$ cat src/rtl/ps2_xt_translator.sv
// rtl/ps2_xt_translator.sv - PS/2 set-2 keyboard to IBM PC XT set-1 keyboard port bridge
//
// Ports:
//   CLK, RESET_N            system clock, asynchronous active-low reset
//   PS2_CLK, PS2_DATA       keyboard-side clock/data (asynchronous, synchronised here)
//   KBD_RESET_N             PC keyboard-reset request (active low, synchronous)
//   KBD_INHIBIT             PC not ready; holds off the next XT frame
//   KBD_CLK, KBD_DATA       XT clock/data toward the PC
//   PARITY_ERR              one-cycle pulse per dropped PS/2 frame
//   OVERFLOW                sticky; a translated byte was lost to a full FIFO
//   FIFO_COUNT              translated-byte buffer occupancy
module ps2_xt_translator #(
  parameter int FIFO_DEPTH = 8,
  parameter int FILTER_LEN = 4,
  parameter int RX_TIMEOUT = 2000,
  parameter int XT_HALF    = 250,
  parameter int XT_GAP     = 500
) (
  input  logic                        CLK,
  input  logic                        RESET_N,
  input  logic                        PS2_CLK,
  input  logic                        PS2_DATA,
  input  logic                        KBD_RESET_N,
  input  logic                        KBD_INHIBIT,
  output logic                        KBD_CLK,
  output logic                        KBD_DATA,
  output logic                        PARITY_ERR,
  output logic                        OVERFLOW,
  output logic [$clog2(FIFO_DEPTH):0] FIFO_COUNT
);
  localparam int AW   = $clog2(FIFO_DEPTH);
  localparam int FW   = (FILTER_LEN > 1) ? $clog2(FILTER_LEN) : 1;
  localparam int RW   = $clog2(RX_TIMEOUT + 1);
  localparam int TMAX = (XT_HALF > XT_GAP) ? XT_HALF : XT_GAP;
  localparam int TW   = $clog2(TMAX + 1);

  // Set 2 -> set 1 translation for codes 00..7F (8042 controller table).
  localparam logic [7:0] XLAT [0:127] = '{
    8'hff,8'h43,8'h41,8'h3f,8'h3d,8'h3b,8'h3c,8'h58,8'h64,8'h44,8'h42,8'h40,8'h3e,8'h0f,8'h29,8'h59,
    8'h65,8'h38,8'h2a,8'h70,8'h1d,8'h10,8'h02,8'h5a,8'h66,8'h71,8'h2c,8'h1f,8'h1e,8'h11,8'h03,8'h5b,
    8'h67,8'h2e,8'h2d,8'h20,8'h12,8'h05,8'h04,8'h5c,8'h68,8'h39,8'h2f,8'h21,8'h14,8'h13,8'h06,8'h5d,
    8'h69,8'h31,8'h30,8'h23,8'h22,8'h15,8'h07,8'h5e,8'h6a,8'h72,8'h32,8'h24,8'h16,8'h08,8'h09,8'h5f,
    8'h6b,8'h33,8'h25,8'h17,8'h18,8'h0b,8'h0a,8'h60,8'h6c,8'h34,8'h35,8'h26,8'h27,8'h19,8'h0c,8'h61,
    8'h6d,8'h73,8'h28,8'h74,8'h1a,8'h0d,8'h62,8'h6e,8'h3a,8'h36,8'h1c,8'h1b,8'h75,8'h2b,8'h63,8'h76,
    8'h55,8'h56,8'h77,8'h78,8'h79,8'h7a,8'h0e,8'h7b,8'h7c,8'h4f,8'h7d,8'h4b,8'h47,8'h7e,8'h7f,8'h6f,
    8'h52,8'h53,8'h50,8'h4c,8'h4d,8'h48,8'h01,8'h45,8'h57,8'h4e,8'h51,8'h4a,8'h37,8'h49,8'h46,8'h54
  };

  // ---------------- input synchronisers and clock glitch filter ----------------
  logic          clk_s1, clk_s2, dat_s1, dat_s2, clk_flt;
  logic [FW-1:0] flt_cnt;
  logic          flt_hit, fall;

  assign flt_hit = (clk_s2 != clk_flt) && (flt_cnt == FW'(FILTER_LEN - 1));
  assign fall    = flt_hit && clk_flt;

  always_ff @(posedge CLK or negedge RESET_N) begin
    if (!RESET_N) begin
      clk_s1  <= 1'b1;
      clk_s2  <= 1'b1;
      dat_s1  <= 1'b1;
      dat_s2  <= 1'b1;
      clk_flt <= 1'b1;
      flt_cnt <= '0;
    end else begin
      clk_s1 <= PS2_CLK;
      clk_s2 <= clk_s1;
      dat_s1 <= PS2_DATA;
      dat_s2 <= dat_s1;
      if (clk_s2 == clk_flt) begin
        flt_cnt <= '0;
      end else if (flt_hit) begin
        clk_flt <= clk_s2;
        flt_cnt <= '0;
      end else begin
        flt_cnt <= flt_cnt + 1'b1;
      end
    end
  end

  // ---------------- PS/2 receiver and break-prefix state ----------------
  typedef enum logic [1:0] {RX_IDLE, RX_DATA, RX_PAR, RX_STOP} rx_state_t;
  rx_state_t     rx_state;
  logic [7:0]    rx_shift, rx_byte;
  logic          rx_par, rx_valid, brk;
  logic [2:0]    rx_bits;
  logic [RW-1:0] rx_idle_cnt;

  always_ff @(posedge CLK or negedge RESET_N) begin
    if (!RESET_N) begin
      rx_state    <= RX_IDLE;
      rx_shift    <= '0;
      rx_byte     <= '0;
      rx_par      <= 1'b0;
      rx_valid    <= 1'b0;
      rx_bits     <= '0;
      rx_idle_cnt <= '0;
      brk         <= 1'b0;
      PARITY_ERR  <= 1'b0;
    end else begin
      rx_valid   <= 1'b0;
      PARITY_ERR <= 1'b0;
      // Translator side effect on the prefix flag, one cycle after the frame.
      if (rx_valid) begin
        if (rx_byte == 8'hF0) brk <= 1'b1;
        else if (rx_byte != 8'hE0 && rx_byte != 8'hE1) brk <= 1'b0;
      end
      if (!KBD_RESET_N) begin
        rx_state    <= RX_IDLE;
        rx_idle_cnt <= '0;
        brk         <= 1'b0;
      end else if (fall) begin
        rx_idle_cnt <= '0;
        case (rx_state)
          RX_IDLE: if (!dat_s2) begin
            rx_state <= RX_DATA;
            rx_bits  <= '0;
          end
          RX_DATA: begin
            rx_shift <= {dat_s2, rx_shift[7:1]};
            rx_bits  <= rx_bits + 1'b1;
            if (rx_bits == 3'd7) rx_state <= RX_PAR;
          end
          RX_PAR: begin
            rx_par   <= dat_s2;
            rx_state <= RX_STOP;
          end
          RX_STOP: begin
            rx_state <= RX_IDLE;
            if (dat_s2 && (^{rx_shift, rx_par})) begin
              rx_valid <= 1'b1;
              rx_byte  <= rx_shift;
            end else begin
              PARITY_ERR <= 1'b1;
              brk        <= 1'b0;
            end
          end
        endcase
      end else if (rx_state != RX_IDLE) begin
        // A stalled keyboard clock abandons the partial frame silently.
        if (rx_idle_cnt == RW'(RX_TIMEOUT - 1)) begin
          rx_state    <= RX_IDLE;
          rx_idle_cnt <= '0;
        end else begin
          rx_idle_cnt <= rx_idle_cnt + 1'b1;
        end
      end
    end
  end

  // ---------------- translator / FIFO write side ----------------
  logic       kbd_rst_q, host_rel, push, wr_en, pop, full;
  logic [7:0] xlat_code, push_data;

  always_comb begin
    xlat_code = XLAT[rx_byte[6:0]];
    if (rx_byte[7]) begin
      if (rx_byte == 8'h83)      xlat_code = 8'h41;
      else if (rx_byte == 8'h84) xlat_code = 8'h54;
      else                       xlat_code = rx_byte;
    end
  end

  // The released host reset injects the self-test-passed byte AA.
  assign host_rel  = KBD_RESET_N && !kbd_rst_q;
  assign push      = host_rel || (KBD_RESET_N && rx_valid && rx_byte != 8'hF0);
  assign push_data = host_rel ? 8'hAA :
                     (rx_byte == 8'hE0 || rx_byte == 8'hE1) ? rx_byte :
                     (xlat_code | {brk, 7'b0});

  // ---------------- FIFO ----------------
  logic [7:0]    mem [FIFO_DEPTH];
  logic [AW-1:0] wr_ptr, rd_ptr;

  typedef enum logic [1:0] {TX_IDLE, TX_BIT, TX_GAP} tx_state_t;
  tx_state_t tx_state;

  assign full  = (FIFO_COUNT == (AW + 1)'(FIFO_DEPTH));
  assign wr_en = push && !full;
  assign pop   = KBD_RESET_N && (tx_state == TX_IDLE) && (FIFO_COUNT != '0) && !KBD_INHIBIT;

  always_ff @(posedge CLK) begin
    if (wr_en) mem[wr_ptr] <= push_data;
  end

  always_ff @(posedge CLK or negedge RESET_N) begin
    if (!RESET_N) begin
      wr_ptr     <= '0;
      rd_ptr     <= '0;
      FIFO_COUNT <= '0;
      OVERFLOW   <= 1'b0;
      kbd_rst_q  <= 1'b1;
    end else begin
      kbd_rst_q <= KBD_RESET_N;
      if (!KBD_RESET_N) begin
        wr_ptr     <= '0;
        rd_ptr     <= '0;
        FIFO_COUNT <= '0;
      end else begin
        if (push && full) OVERFLOW <= 1'b1;
        if (wr_en) wr_ptr <= wr_ptr + 1'b1;
        if (pop)   rd_ptr <= rd_ptr + 1'b1;
        FIFO_COUNT <= FIFO_COUNT + {{AW{1'b0}}, wr_en} - {{AW{1'b0}}, pop};
      end
    end
  end

  // ---------------- XT transmitter ----------------
  logic [7:0]    tx_shift;
  logic [3:0]    tx_bit;
  logic          tx_low;
  logic [TW-1:0] tx_tmr;

  always_ff @(posedge CLK or negedge RESET_N) begin
    if (!RESET_N) begin
      tx_state <= TX_IDLE;
      tx_shift <= '0;
      tx_bit   <= '0;
      tx_low   <= 1'b0;
      tx_tmr   <= '0;
      KBD_CLK  <= 1'b1;
      KBD_DATA <= 1'b1;
    end else if (!KBD_RESET_N) begin
      tx_state <= TX_IDLE;
      KBD_CLK  <= 1'b1;
      KBD_DATA <= 1'b1;
    end else begin
      case (tx_state)
        TX_IDLE: if (pop) begin
          tx_shift <= mem[rd_ptr];
          KBD_DATA <= 1'b1;           // start bit
          KBD_CLK  <= 1'b1;
          tx_bit   <= '0;
          tx_low   <= 1'b0;
          tx_tmr   <= '0;
          tx_state <= TX_BIT;
        end
        TX_BIT: begin
          if (tx_tmr == TW'(XT_HALF - 1)) begin
            tx_tmr <= '0;
            if (!tx_low) begin
              tx_low  <= 1'b1;
              KBD_CLK <= 1'b0;
            end else begin
              tx_low  <= 1'b0;
              KBD_CLK <= 1'b1;
              if (tx_bit == 4'd8) begin
                KBD_DATA <= 1'b1;
                tx_state <= TX_GAP;
              end else begin
                // Next bit goes out together with the rising edge the PC samples on.
                KBD_DATA <= tx_shift[0];
                tx_shift <= {1'b0, tx_shift[7:1]};
                tx_bit   <= tx_bit + 1'b1;
              end
            end
          end else begin
            tx_tmr <= tx_tmr + 1'b1;
          end
        end
        TX_GAP: begin
          if (tx_tmr == TW'(XT_GAP - 1)) tx_state <= TX_IDLE;
          else tx_tmr <= tx_tmr + 1'b1;
        end
        default: tx_state <= TX_IDLE;
      endcase
    end
  end
endmodule

$ cat config.mk
export PLATFORM = sky130hd
export DESIGN_NAME = ps2_xt_translator
export DESIGN_NICKNAME = d
export VERILOG_FILES = /design/src/rtl/ps2_xt_translator.sv
export SDC_FILE = /design/constraint.sdc
export NUM_CORES = 1
export LEC_CHECK = 0
export CAP_MARGIN = 25
export CELL_PAD_IN_SITES_DETAIL_PLACEMENT = 1
export CELL_PAD_IN_SITES_GLOBAL_PLACEMENT = 1
export CORE_MARGIN = 8
export CORE_UTILIZATION = 55
export DETAILED_ROUTE_END_ITERATION = 6
export PLACE_DENSITY_LB_ADDON = 0.1
export SYNTH_ARGS = -nofsm -noshare
export SYNTH_HDL_FRONTEND = slang
export SYNTH_SLANG_ARGS = --single-unit
$ cat constraint.sdc
create_clock -name CLK -period 6.95 [get_ports CLK]
set_input_delay 1.39 -clock CLK [delete_from_list [all_inputs] [get_ports CLK]]
set_output_delay 1.39 -clock CLK [all_outputs]
set_load 0.02 [all_outputs]
==> results of run 1 <==
cells by family after synthesis:
group | after synthesis | share of synthesized area, %
simple gates | 220 | 14.0
mux | 66 | 11.2
xor+xnor | 22 | 2.54
compound gates | 172 | 14.6
flops | 145 | 48.7
buf+inv | 79 | 3.79
fa+ha+maj | 33 | 5.18
worst max-delay path: stages:
cell and delay, ps:
sky130_fd_sc_hd__clkdlybuf4s50_1 900, sky130_fd_sc_hd__inv_1 420, sky130_fd_sc_hd__a221oi_2 590, sky130_fd_sc_hd__inv_1 130, sky130_fd_sc_hd__ha_1 330, sky130_fd_sc_hd__inv_1 50
sky130_fd_sc_hd__ha_1 210, sky130_fd_sc_hd__fa_1 390, sky130_fd_sc_hd__xnor2_1 200, sky130_fd_sc_hd__nor2_1 60
state kept, by name, summed over array words and instances, names as in the netlist, 4 cells and up:
| signal | cells |
|---|---|
| mem | 64 |
| rx_idle_cnt | 11 |
| tx_tmr | 9 |
| rx_byte | 8 |
| rx_shift | 8 |
| tx_shift | 8 |
| FIFO_COUNT | 4 |
| tx_bit | 4 |
final timing paths:
path,startpoint,slack [ps],endpoint,cells after the start
max,KBD_RESET_N,2590,FIFO_COUNT[2],10
min,clk_s1,360,clk_s2,0
max reg2reg,rx_byte[1],2800,mem[4][1],8
min reg2reg,clk_s1,360,clk_s2,0
max in group asynchronous,RESET_N,5410,dat_s2,3
min in group asynchronous,RESET_N,750,tx_shift[2],1
synthesized netlist by cell type, types with 7 or more instances:
master,instances,share of area [%]
sky130_fd_sc_hd__dfrtp_1,73,22
sky130_fd_sc_hd__edfxtp_1,64,24
sky130_fd_sc_hd__nor2_1,55,2.5
sky130_fd_sc_hd__nand2_1,45,2.1
sky130_fd_sc_hd__a21oi_1,36,2.2
sky130_fd_sc_hd__o21ai_0,36,2.2
sky130_fd_sc_hd__inv_1,33,1.5
sky130_fd_sc_hd__clkbuf_1,32,1.5
sky130_fd_sc_hd__ha_1,32,4.9
sky130_fd_sc_hd__mux2_2,26,3.6
sky130_fd_sc_hd__mux2i_1,23,2.8
sky130_fd_sc_hd__nor2b_1,18,1.4
sky130_fd_sc_hd__nor3_1,18,1.1
sky130_fd_sc_hd__mux4_2,17,4.7
sky130_fd_sc_hd__xnor2_1,16,1.7
sky130_fd_sc_hd__nand2b_1,15,1.2
sky130_fd_sc_hd__nand3_1,14,0.86
sky130_fd_sc_hd__nor3b_1,11,1.0
sky130_fd_sc_hd__a22o_1,10,1.1
sky130_fd_sc_hd__a31oi_1,9,0.69
sky130_fd_sc_hd__dfstp_2,8,2.6
sky130_fd_sc_hd__or3_1,8,0.62
sky130_fd_sc_hd__a211oi_1,7,0.65
sky130_fd_sc_hd__a311oi_1,7,0.75
sky130_fd_sc_hd__o31ai_1,7,0.65
metrics by stage:
| step | instances | util (%) |
|---|---|---|
| 2_1_floorplan | 737 | - |
| 3_3_place_gp | 895 | 57.6 |
| 3_5_place_dp | 898 | 57.9 |
| 4_1_cts | 930 | 62.1 |
| 5_1_grt | 937 | 62.5 |
| 6_report | 937 | 62.5 |
power by group:
part,switching [µW],internal (µW)
Sequential,62.3,960
Combinational,217,175
Clock,389,572
area by class of cell:
cell class	count	area, µm²
sequential	145	3960
fill	1476	5430
inverter	35	131
multi-input combinational	513	3850
tap	184	230
clock buffer	19	433
clock inverter	13	174
timing repair buffer	28	265
routing by layer:
layer	GRT usage, %	part of all wire, %
met5	0	0
met3	4.49	4.8
met4	8.63	2.2
met2	43.2	52
met1	30.5	41
==> impl_summary.md, run 1 <==
Drt
In the final routed layout, each cell accounts on average for 23.9 µm. Dividing the detail-routed via count by the number of cells gives 6.54. The total via count after detailed routing is 6126. The total length of routed wires is 22.4 mm. After the first detailed-routing iteration, the DRC count stood at 511. In the routed design, unresolved DRC markers number 0. The number of iterations in the first detailed-routing pass is 5. In this run the remaining antenna-violating nets after routing total 0.

STA
The achievable frequency is 229 MHz. The minimum period implied by the final worst setup slack is 4360 ps. The summed negative setup slack over all endpoints is 0 ps. Across the routed clock network, the largest skew measured is 16.9 ps. Setup repair after global routing left no endpoint under its margin. The final worst-path setup slack is 2590 ps.

Hold timing on the final database bottoms out at a slack of 356 ps. Measured against its own limit, the worst slew margin works out to 27.9%. At the pin with the least slew margin, the transition time is 1070 ps.

The number of max-slew violations in the final report came to 0. The final-report hold violation count came to 0. The final critical path takes up 62.8% of the cycle. Setup violations remaining at the end of the flow were counted as 0.

Placed design
In this run the cell area measured after placement is 8380 µm². The pre-CTS setup slack is 1930 ps. Routability-driven placement finished with a final weighted congestion of 0.920. The number of buffers added on ports is 13. The HPWL after detailed placement is 14.4 mm.

Layout
The number of antenna cells inserted is 0. The fraction of final layout cells with drive strength greater than 1 is 14.7%. The area added between synthesis and finish is 11.4%. The library cells used most frequently in the layout, excluding fill and tap cells, are 73 x sky130_fd_sc_hd__dfrtp_1, 64 x sky130_fd_sc_hd__edfxtp_1, 55 x sky130_fd_sc_hd__nor2_1, 45 x sky130_fd_sc_hd__nand2_1. Leaving out fill and tap cells, the most frequent cell in the layout is sky130_fd_sc_hd__dfrtp_1. The number of nets at the end of the flow is 779. The design area is 9050 µm².

Clock tree
Post-CTS timing repair inserted 0 buffers for setup. The CTS tree is built. The number of hold buffers added after cts is 0. Clock latency on the worst-skew pair, taken at its later pin, is 440 ps. The clock edge transition at the registers on the reported setup and hold paths is 60 ps. Buffers inserted during clock tree synthesis total 17. The buffer depth of the longest clock path is 2. The root buffer cell is sky130_fd_sc_hd__clkbuf_16. The tree built by TritonCTS fans out to 145 sinks. The quantity of gates resized following cts is 0. The H-tree level count is 4.

Floorplanning
For this configuration, the core starts out at a cell density of 56.1%. The area of the die is 18900 µm². The number of core rows is 44.

The number of ports placed on the die boundary is 14. The die is 138 µm tall. The area of the core is 14500 µm². The die span in x is 138 µm.

Logic synthesis
The synthesized area is 8120 µm². Of the synthesized area, sequential elements account for 48.7%. The proportion of register bits with asynchronous set or reset after synthesis is 55.9%.

The synthesized netlist net count is 776. The count of warnings emitted by yosys is 0. Synthesis inferred 145 register bits. The number of synthesized flops with an enable pin is 64. The dominant synthesized flop cell is sky130_fd_sc_hd__dfrtp_1. In the synthesized netlist, the number of instances is 737. Synthesis instantiated 74 different standard cells from the library. In this run the mean area of a mapped cell was 11.0 µm².

GRT
The overall fraction of global-route tracks in use is 24.9%. The wire length of the first global-routing pass is 36.3 mm. The number of global-route vias before repair is 6504. The total overflow left after global routing is 0. The largest net degree at the start of global routing is 78. The initial antenna violation count is 0.

Setup path
The maximum fanout along the worst path is 18. The category of the worst setup path launch point is an input pin. Data on the critical path arrives at its endpoint at 4660 ps. By startpoint and endpoint, the worst setup path is classified as input pin to register. The critical path capture point type is a register. Data on the critical path is required at its endpoint by 7250 ps.

Run status
The flow ran to the end, and the final reports show no timing, DRC or antenna violations.

Power and ir drop
For this design the ratio of total power to cell area is 263 nW/µm². The total power is 2380 µW. VDD sags by at most 284 µV.

In this run the static leakage power is 0.00355 µW.

Hold path
The class of the tightest hold or removal check is register to register.

Job
The tool flagged a number of max-cap violations equal to 0.
Note: power is estimated with default switching activity, not from simulation.
==> run 2: changes to the inputs <==
--- a/config.mk
+++ b/config.mk
@@ -9,7 +9,7 @@
 export CELL_PAD_IN_SITES_DETAIL_PLACEMENT = 1
 export CELL_PAD_IN_SITES_GLOBAL_PLACEMENT = 1
 export CORE_MARGIN = 8
-export CORE_UTILIZATION = 55
+export CORE_UTILIZATION = 51
 export DETAILED_ROUTE_END_ITERATION = 6
 export PLACE_DENSITY_LB_ADDON = 0.1
 export SYNTH_ARGS = -nofsm -noshare
==> constraint.sdc (replaced) <==
create_clock -name CLK -period 4.3 [get_ports CLK]
set_input_delay 0.86 -clock CLK [delete_from_list [all_inputs] [get_ports CLK]]
set_output_delay 0.86 -clock CLK [all_outputs]
set_load 0.02 [all_outputs]
==> run 2 against run 1 <==
Largest power group unchanged. Core utilization is 4.9 points lower. Critical path type unchanged. Total power increased by 50%. Sequential cell count unchanged.
==> impl_summary.md, run 2 (synthesized netlist as in run 1, its figures left out) <==
Setup path
The critical path is of the input pin to register type. The critical path capture point type is a register. The worst register-to-register path begins at rx_byte[2]. The data required time of the worst path is 4640 ps (-2610 ps). STA classifies the critical path startpoint as an input pin. The worst reg-to-reg setup slack is 1130 ps (-1670 ps).

The data arrival time at the worst-slack endpoint is 3560 ps (-1100 ps). In this run the critical register-to-register path is captured at mem[5][0]. The critical path starts at KBD_RESET_N. The path depth of the worst reg2reg path was 6 (-2). The maximum fanout along the worst path is 21 (+3).

Drt
The DRC violations left is 0 (unchanged). The ratio of routed vias to standard cells came to 6.01 (-8.1%). The final routed wire length divided by cell count is 20.6 µm (-14%). The total via count after detailed routing came to 5870 (-4.2%). The number of antenna-violating nets in the routed design came to 0 (unchanged).

The number of iterations in the first detailed-routing pass is 5 (unchanged). The number of design-rule violations left by the first detailed-router iteration is 382 (-25%). The total length of routed wires came to 20.1 mm (-10%).

Placed design
The half-perimeter wire length of the detailed placement result is 14.0 mm (-2.9%). The number of buffers added on ports came to 13 (unchanged). The weighted congestion at the end of routability-driven global placement is 0.898 (-2.4%).

Clock tree
The number of clock buffers inserted by TritonCTS is 17 (unchanged). The clock insertion delay at the later pin of the skew report is 420 ps (-20 ps). The root buffer cell is sky130_fd_sc_hd__clkbuf_16. The clock edge transition at the registers on the reported setup and hold paths came to 60 ps (about the same).

The number of hold buffers added after cts was 0 (unchanged). The quantity of gates resized following cts is 0 (unchanged). The post-CTS setup repair buffer count was 0 (unchanged). The buffer depth of the longest clock path is 2 (unchanged).

The clock net sink count was 145 (unchanged). The H-tree level count is 4 (unchanged). The CTS tree is built.

Layout
The sequential cell area is 3960 µm² (unchanged). The post-layout utilization of the core is 57.6% (-4.9 points). Ranked by flip-flop count, first place goes to mem.

The flip-flop count of the largest register, all copies and words added is 64 (unchanged). The final-layout fill cell count is 1644 (+11%). The area added between synthesis and finish came to 11.4% (about the same). In the layout the commonest cells are 73 x sky130_fd_sc_hd__dfrtp_1, 64 x sky130_fd_sc_hd__edfxtp_1, 55 x sky130_fd_sc_hd__nor2_1, 45 x sky130_fd_sc_hd__nand2_1. The number of antenna cells inserted is 0 (unchanged). The fraction of final layout cells with drive strength greater than 1 came to 15.5% (+0.76 points). The library cell used most frequently in the layout, excluding fill and tap cells, is sky130_fd_sc_hd__dfrtp_1. The multi-input combinational cell area is 3850 µm² (unchanged).

In the final layout, the registers with the most flip-flops are mem: 64 flops, rx_idle_cnt: 11 flops, tx_tmr: 9 flops. The number of nets at the end of the flow came to 787 (+1.0%).

STA
The final worst clock skew is 8.44 ps (-8.50 ps). The number of setup violations in the final report came to 0 (unchanged). The relative slew slack came to 35.4% (+7.5 points).

The transition at the pin with the smallest max-transition slack came to 961 ps (-111 ps). The achievable frequency is 311 MHz. Setup repair after global routing left no endpoint under its margin. The number of max-slew violations in the final report is 0 (unchanged).

The part of the cycle the worst path needs is 74.7%. After layout, the minimum clock period comes to 3210 ps. The summed negative setup slack over all endpoints is 0 ps (unchanged). The final-report hold violation count is 0 (unchanged).

Floorplanning
The number of ports placed on the die boundary is 14 (unchanged). The initial core utilization is 51.7% (-4.4 points). The area of the die came to 20200 µm² (+6.9%). The chip height is 142 µm (+3.4%). The number of core rows came to 46 (+4.5%). The area of the core is 15700 µm² (+8.5%). The die span in x is 142 µm (+3.4%).

GRT
The initial antenna violation count is 0 (unchanged). The met1 routing resource usage after global routing came to 26.8% (-3.7 points). The number of global-route vias before repair is 6277 (-3.5%). The total global routing overflow is 0 (unchanged).

The overall fraction of global-route tracks in use is 21.1% (-3.8 points). The layer with the highest usage is met2. The met3 usage was 3.89% (-0.59 points). The met2 track demand over resource is 35.2% (-8.0 points). The wire length of the first global-routing pass was 33.5 mm (-7.7%). The largest net degree at the start of global routing is 64 (-18%).

Hold path
For hold timing, the worst endpoint is dat_s2. The hold path depth came to 0 (unchanged). The worst hold path begins at dat_s1. In this run the worst hold path is classified as register to register.

Run status
The flow ran to the end, and the final reports show no timing, DRC or antenna violations.

Power and ir drop
The total power is 3550 µW (+50%). The highest ir drop seen on vdd is 326 µV (+15%). The static leakage power was 0.00354 µW (about the same).

The total power density per cell area came to 393 nW/µm² (+50%).

Job
The number of maximum-capacitance violations is 0 (unchanged).
-- run 2: worst max-delay path, stage by stage --
cell                              delay [ps]
sky130_fd_sc_hd__clkdlybuf4s50_1         670
sky130_fd_sc_hd__nand2_1                 190
sky130_fd_sc_hd__o32ai_1                 540
sky130_fd_sc_hd__nand3_1                 610
sky130_fd_sc_hd__or3_1                   530
sky130_fd_sc_hd__a21oi_1                 140
-- run 2: area by class of cell --
class	count	area share [%]
Sequential cell	145	43.7
Multi-Input combinational cell	513	42.6
Clock buffer	20	4.83
Timing Repair Buffer	36	3.40
Tap cell	216	2.99
Inverter	35	1.45
Clock inverter	12	0.995
-- run 2: how the worst max path moves through the flow --
stage / to / cells past startpoint
after floorplan: mem[1][0] / 8
after global placement: tx_bit[3] / 6
after detailed placement: tx_bit[3] / 6
after CTS: tx_bit[3] / 6
after global routing: tx_bit[3] / 6
final: tx_bit[3] / 6
-- run 2: routing by layer --
metal / up-vias / routed length (µm)
met2: 112 / 10000
met4: 0 / 405
met1: 2951 / 9040
met5: - / 0
met3: 44 / 643
li1: 2763 / -
-- run 2: metrics by stage --
stage | setup WS [ps] | area (µm²) | std cells | hold WS, ps
6_report | 1090 | 9050 | 977 | 360
5_1_grt | 766 | 9050 | 977 | 362
4_1_cts | 1060 | 9050 | 977 | 362
3_5_place_dp | 642 | 8520 | 945 | 353
3_3_place_gp | 750 | 8510 | 944 | 346
2_1_floorplan | 1330 | 8120 | 737 | 345
-- run 2: where the power goes --
part           leakage (µW)  internal (µW)  switching (µW)  total (µW)
clock network      0.000256            741             576        1320
registers           0.00168           1550            98.2        1650
logic               0.00161            271             316         587
total               0.00354           2560             990        3550
